**config.mk**
```make
export PLATFORM = sky130hd
export DESIGN_NAME = phase_sequencer
export DESIGN_NICKNAME = d
export VERILOG_FILES = /design/src/rtl/phase_sequencer.sv
export SDC_FILE = /design/constraint.sdc
export NUM_CORES = 1
export LEC_CHECK = 0
export ABC_AREA = 1
export CAP_MARGIN = 20
export CORE_ASPECT_RATIO = 1.1
export CORE_MARGIN = 3
export CORE_UTILIZATION = 52
export CTS_BUF_LIST = sky130_fd_sc_hd__clkbuf_16
export DETAILED_ROUTE_END_ITERATION = 8
export PLACE_DENSITY = 0.77
export SYNTH_ARGS = -nofsm -noshare
export SYNTH_HDL_FRONTEND = slang
export SYNTH_SLANG_ARGS = --single-unit
export TNS_END_PERCENT = 1
```
**constraint.sdc**
```tcl
create_clock -name clk -period 1.63 [get_ports clk]
set_input_delay 0.326 -clock clk [delete_from_list [all_inputs] [get_ports clk]]
set_output_delay 0.326 -clock clk [all_outputs]
set_load 0.005 [all_outputs]
```
**src/rtl/phase_sequencer.sv**
```systemverilog
// phase_sequencer
//   Run/step/halt sequencer for the SIMPLE CPU. Generates the one-hot
//   phase1..phase6 strobes, turns the raw exec push-button into run, pause and
//   single-step control, stops permanently on a halt request and counts
//   retired instructions for the debug display.
//
// Ports:
//   clk         system clock
//   reset       asynchronous, active-high; clears all state
//   exec        raw exec push-button (asynchronous to clk)
//   step_mode   1 = one instruction per exec press, 0 = free run
//   halt_req    halt instruction decoded by the controller
//   stall       hold the current phase for this cycle
//   phase1..6   one-hot phase strobes (all zero outside RUN)
//   running     sequencer is in RUN
//   halted      sequencer is in HALT
//   inst_count  instructions retired since reset (wraps)
module phase_sequencer #(
    parameter int DB_CYCLES = 16,
    parameter int DBW       = 5
) (
    input  logic        clk,
    input  logic        reset,
    input  logic        exec,
    input  logic        step_mode,
    input  logic        halt_req,
    input  logic        stall,
    output logic        phase1,
    output logic        phase2,
    output logic        phase3,
    output logic        phase4,
    output logic        phase5,
    output logic        phase6,
    output logic        running,
    output logic        halted,
    output logic [15:0] inst_count
);

    localparam logic [DBW-1:0] DB_LAST = DBW'(DB_CYCLES - 1);

    typedef enum logic [1:0] {
        S_IDLE,
        S_RUN,
        S_HALT
    } state_t;

    state_t         state_q, state_d;
    logic [5:0]     phase_q, phase_d;
    logic [15:0]    inst_count_q, inst_count_d;
    logic           halt_pend_q, halt_pend_d;
    logic           pause_pend_q, pause_pend_d;

    logic           sync1_q, sync2_q;
    logic [DBW-1:0] db_cnt_q, db_cnt_d;
    logic           exec_db_q, exec_db_d;
    logic           exec_db_prev_q;
    logic           exec_press_q, exec_press_d;

    logic           halt_now;
    logic           pause_now;

    // Debounce: the level only moves after DB_CYCLES consecutive cycles of
    // disagreement; any agreeing cycle restarts the count.
    always_comb begin
        exec_db_d    = exec_db_q;
        db_cnt_d     = '0;
        if (sync2_q != exec_db_q) begin
            if (db_cnt_q == DB_LAST) begin
                exec_db_d = sync2_q;
            end else begin
                db_cnt_d = db_cnt_q + 1'b1;
            end
        end
        // Registered rising-edge pulse of the debounced level.
        exec_press_d = exec_db_q & ~exec_db_prev_q;
    end

    // Requests arriving in the completing cycle itself still count for it.
    assign halt_now  = halt_pend_q | halt_req;
    assign pause_now = pause_pend_q | exec_press_q;

    always_comb begin
        state_d      = state_q;
        phase_d      = phase_q;
        inst_count_d = inst_count_q;
        halt_pend_d  = halt_pend_q;
        pause_pend_d = pause_pend_q;

        case (state_q)
            S_IDLE: begin
                phase_d = '0;
                if (exec_press_q) begin
                    state_d = S_RUN;
                    phase_d = 6'b000001;
                end
            end
            S_RUN: begin
                if (halt_req) begin
                    halt_pend_d = 1'b1;
                end
                if (exec_press_q) begin
                    pause_pend_d = 1'b1;
                end
                if (!stall) begin
                    if (phase_q[5]) begin
                        inst_count_d = inst_count_q + 16'd1;
                        halt_pend_d  = 1'b0;
                        pause_pend_d = 1'b0;
                        // step_mode is only looked at here, at the boundary.
                        if (halt_now) begin
                            state_d = S_HALT;
                            phase_d = '0;
                        end else if (pause_now || step_mode) begin
                            state_d = S_IDLE;
                            phase_d = '0;
                        end else begin
                            phase_d = 6'b000001;
                        end
                    end else begin
                        phase_d = {phase_q[4:0], 1'b0};
                    end
                end
            end
            S_HALT: begin
                phase_d = '0;
            end
            default: begin
                state_d = S_IDLE;
                phase_d = '0;
            end
        endcase
    end

    always_ff @(posedge clk or posedge reset) begin
        if (reset) begin
            state_q        <= S_IDLE;
            phase_q        <= '0;
            inst_count_q   <= '0;
            halt_pend_q    <= 1'b0;
            pause_pend_q   <= 1'b0;
            sync1_q        <= 1'b0;
            sync2_q        <= 1'b0;
            db_cnt_q       <= '0;
            exec_db_q      <= 1'b0;
            exec_db_prev_q <= 1'b0;
            exec_press_q   <= 1'b0;
        end else begin
            state_q        <= state_d;
            phase_q        <= phase_d;
            inst_count_q   <= inst_count_d;
            halt_pend_q    <= halt_pend_d;
            pause_pend_q   <= pause_pend_d;
            sync1_q        <= exec;
            sync2_q        <= sync1_q;
            db_cnt_q       <= db_cnt_d;
            exec_db_q      <= exec_db_d;
            exec_db_prev_q <= exec_db_q;
            exec_press_q   <= exec_press_d;
        end
    end

    // Outputs come straight from flops so reset clears them without a clock.
    assign phase1     = phase_q[0];
    assign phase2     = phase_q[1];
    assign phase3     = phase_q[2];
    assign phase4     = phase_q[3];
    assign phase5     = phase_q[4];
    assign phase6     = phase_q[5];
    assign running    = (state_q == S_RUN);
    assign halted     = (state_q == S_HALT);
    assign inst_count = inst_count_q;

endmodule

```
==> results.tsv, run 1 <==
stage	metric	value	unit
timing	hold_violations	0	
synth	synth_compound_area_share	3.17	%
synth	yosys.area_share.simple	32.1	%
floorplanning	rows	21	
routing	ant_nets	0	
timing	rsz0062_at_grt	no	
global_route	grt_pass1_wl	6.23	mm
setup_path	crit_arrival	1.25	ns
synth	ys_warn_count	0	
clock_network	insertion_delay	0.28	ns
floorplanning	coreArea	3130	µm²
setup_path	worstPathCellList	clkdlybuf4s50_1	
clock_network	hold_buffers	0	
setup_path	cp.buffers_inverters	1	
power_and_ir_drop	power_density	997	nW/µm²
timing	max-slew-margin-rel	80.5	%
routing	wl	3.56	mm
timing	finClkSkew	0.00279	ns
synth	synthCells	197	
setup_path	critPathMaxStageDelay	0.53	ns
synth	synthAdderAreaFrac	1.44	%
timing	report.final.slew_viol_count	0	
routing	first_pass_iters	4	
finish	antenna_cells	0	
synth	seq_area_frac_synth	51.9	%
global_route	grt_max_degree	37	
setup_path	worstSetupStartpointType	flop	
power_and_ir_drop	irDropWorstVdd	0.683	mV
timing	fin_crit_sh	96.4	%
synth	ys_types	23	
synth	netlist_area	1740	µm²
place	dp_slack	-0.0235	ns
clock_network	cts.clk_slew.worst_paths	0.06	ns
worst_hold_path	hold_path_class	reg -> reg	
synth	synth.avg_cell_area	8.82	µm²
floorplanning	ios	30	
run_status	status	complete, no violations	
setup_path	cp_max_fo	5	
synth	synth_mux_area_share	0	%
setup_path	required	1.30	ns
finish	area_delta_synth_final	31.6	%
routing	drt_iter0_drc	69	
finish	drive_above_1_share	14.1	%
place	place_hpwl	2.62	mm
place	place_congestion	0.847	
job	maxCapViolations	0	
floorplanning	die_w	61.1	µm
timing	period_needed	1.57	ns
clock_network	cts_max_path_buffers	2	
floorplanning	die_h	66.6	µm
synth	ys_ff_latch	36	
finish	fin_nets	248	
timing	worst_slack	0.0583	ns
floorplanning	initial_core_util	55.5	%
global_route	grt-ovfl-total	0	
finish	fillCellCount	238	
timing	fmax	636	MHz
power_and_ir_drop	finalPower	2280	µW
timing	tightest_slew	0.290	ns
global_route	grt_pass1_vias	1403	
synth	synth-xor-area-share	4.54	%
routing	num_vias	1412	
clock_network	root_buffer	clkbuf_16	
routing	wl_per_cell	12.9	µm
clock_network	cts_buffers	5	
floorplanning	dieArea	4070	µm²
setup_path	end_kind	output pin	
power_and_ir_drop	p_leak	0.00116	µW
place	post_dp_cell_area	2130	µm²
place	numPortBuffers	29	
finish	stdcell_area	2290	µm²
setup_path	critPathKind	reg -> out	
timing	setup_viol	0	
global_route	antenna_found_initial	0	
clock_network	cts.sink_count	36	
clock_network	cts_tree	yes	
routing	drt-vias-per-instance	5.13	
setup_path	crit_path_top_delay_cell	clkdlybuf4s50_1	
setup_path	critPathTopFamily	buffers and inverters	
synth	syn_nets	205	
clock_network	htreeDepth	2	
synth	synth_top_family_by_area	simple AND/OR/NAND/NOR gates	
global_route	grt_usage	20.9	%
routing	drc	0	
-- placed cells by master (no fill, tap or decap), drive strengths merged, types with 5 or more instances in the layout --
cell,instances
nand4,7
nand3,20
clkdlybuf4s50,27
nor2,25
nand2,52
buf,7
inv,32
clkbuf,5
xor2,5
dfrtp,36
-- through the flow --
stage	cells	utilization, %	setup TNS, ns	hold WS, ns
3_5_place_dp	266	68.0	-0.0306	0.340
3_3_place_gp	266	68.0	-0.00257	0.333
2_1_floorplan	197	-	0	0.331
5_1_grt	275	73.1	0	0.379
4_1_cts	275	73.0	0	0.354
6_report	275	73.1	0	0.351
-- registers in the layout, indices dropped and copies added (netlist names) --
name / cells
db_cnt_q: 5
exec_db_prev_q: 1
exec_db_q: 1
exec_press_q: 1
halt_pend_q: 1
inst_count: 16
pause_pend_q: 1
phase_q: 6
state_q: 2
sync1_q: 1
sync2_q: 1
-- power by group --
group / switching, µW / internal [µW]
clock network: 379 / 568
logic: 195 / 151
registers: 43.7 / 943
-- cells in the mapped netlist --
master	count	area share [%]
nor2_4	3	1.9
xnor2_1	4	2.0
nor3_1	2	0.58
inv_1	29	6.3
xor2_1	5	2.5
a21oi_1	4	1.2
o21ai_0	3	0.86
inv_2	3	0.65
or2_2	1	0.36
o211ai_1	2	0.86
nor2_1	19	4.1
nand3_2	1	0.58
dfrtp_1	36	52
nand2_1	49	11
nand4_1	7	2.5
nand2_2	2	0.72
nand3_4	1	1.0
and3_1	1	0.36
nand2_4	1	0.65
o21ai_1	1	0.29
nor2_8	3	3.5
ha_1	2	1.4
nand3_1	18	5.2
-- path summary, 6_finish.rpt --
kind                           startpoint        endpoint  slack (ns)  cells after the start
setup / recovery           inst_count[12]  inst_count[12]        0.06                      1
hold / removal                    sync1_q         sync2_q        0.35                      0
setup reg to reg               state_q[0]  inst_count[13]        0.23                      8
hold reg to reg                   sync1_q         sync2_q        0.35                      0
max in group asynchronous           reset   inst_count[6]        1.04                      3
min in group asynchronous           reset         sync1_q        0.40                      3
-- worst reg2reg max path, stage by stage, from the launching register on --
cell and delay [ns]:
dfrtp_1 0.42, inv_2 0.10, nor2_8 0.11, buf_4 0.17, nand2_4 0.09, nor2_4 0.15, nand4_1 0.11, nand2_1 0.08
nand2_1 0.05
-- final cells by class --
type / instances / area, µm² / share of cell area (%)
Timing Repair Buffer: 36 / 353 / 15.4
Clock inverter: 3 / 23.8 / 1.04
Tap cell: 34 / 42.5 / 1.86
Inverter: 32 / 120 / 5.25
Multi-Input combinational cell: 129 / 716 / 31.3
Clock buffer: 5 / 125 / 5.47
Sequential cell: 36 / 906 / 39.6
-- logic make-up after synthesis --
group	Yosys count
and+or+nand+nor	108
DFF	36
buffers and inverters	32
AOI/OAI and AO/OA	10
xor gates and xnor gates	9
adders and majority gates	2
-- per-layer routing --
layer | GRT usage (%) | share of wire, % | vias to the layer above
met4 | 8.94 | 2.0 | 0
met1 | 25.4 | 43 | 672
met3 | 5.43 | 4.0 | 6
met5 | 0 | 0 | -
met2 | 34.1 | 51 | 32
li1 | - | - | 702
-- what timing repair did --
| action | 4_1_cts | 5_1_grt |
|---|---|---|
| resized for setup | 3 | 3 |
| setup endpoints to repair | 2 | 3 |
| buffers inserted | 1 | 0 |
Power figures use the tool's default switching activity.
==> run 2: changes to the inputs <==
--- a/config.mk
+++ b/config.mk
@@ -6,7 +6,7 @@
 export NUM_CORES = 1
 export LEC_CHECK = 0
 export ABC_AREA = 1
-export CAP_MARGIN = 20
+export CAP_MARGIN = 0
 export CORE_ASPECT_RATIO = 1.1
 export CORE_MARGIN = 3
 export CORE_UTILIZATION = 52
==> results of run 2 <==
Final layout, timing and power as in run 1 (identical DEF).
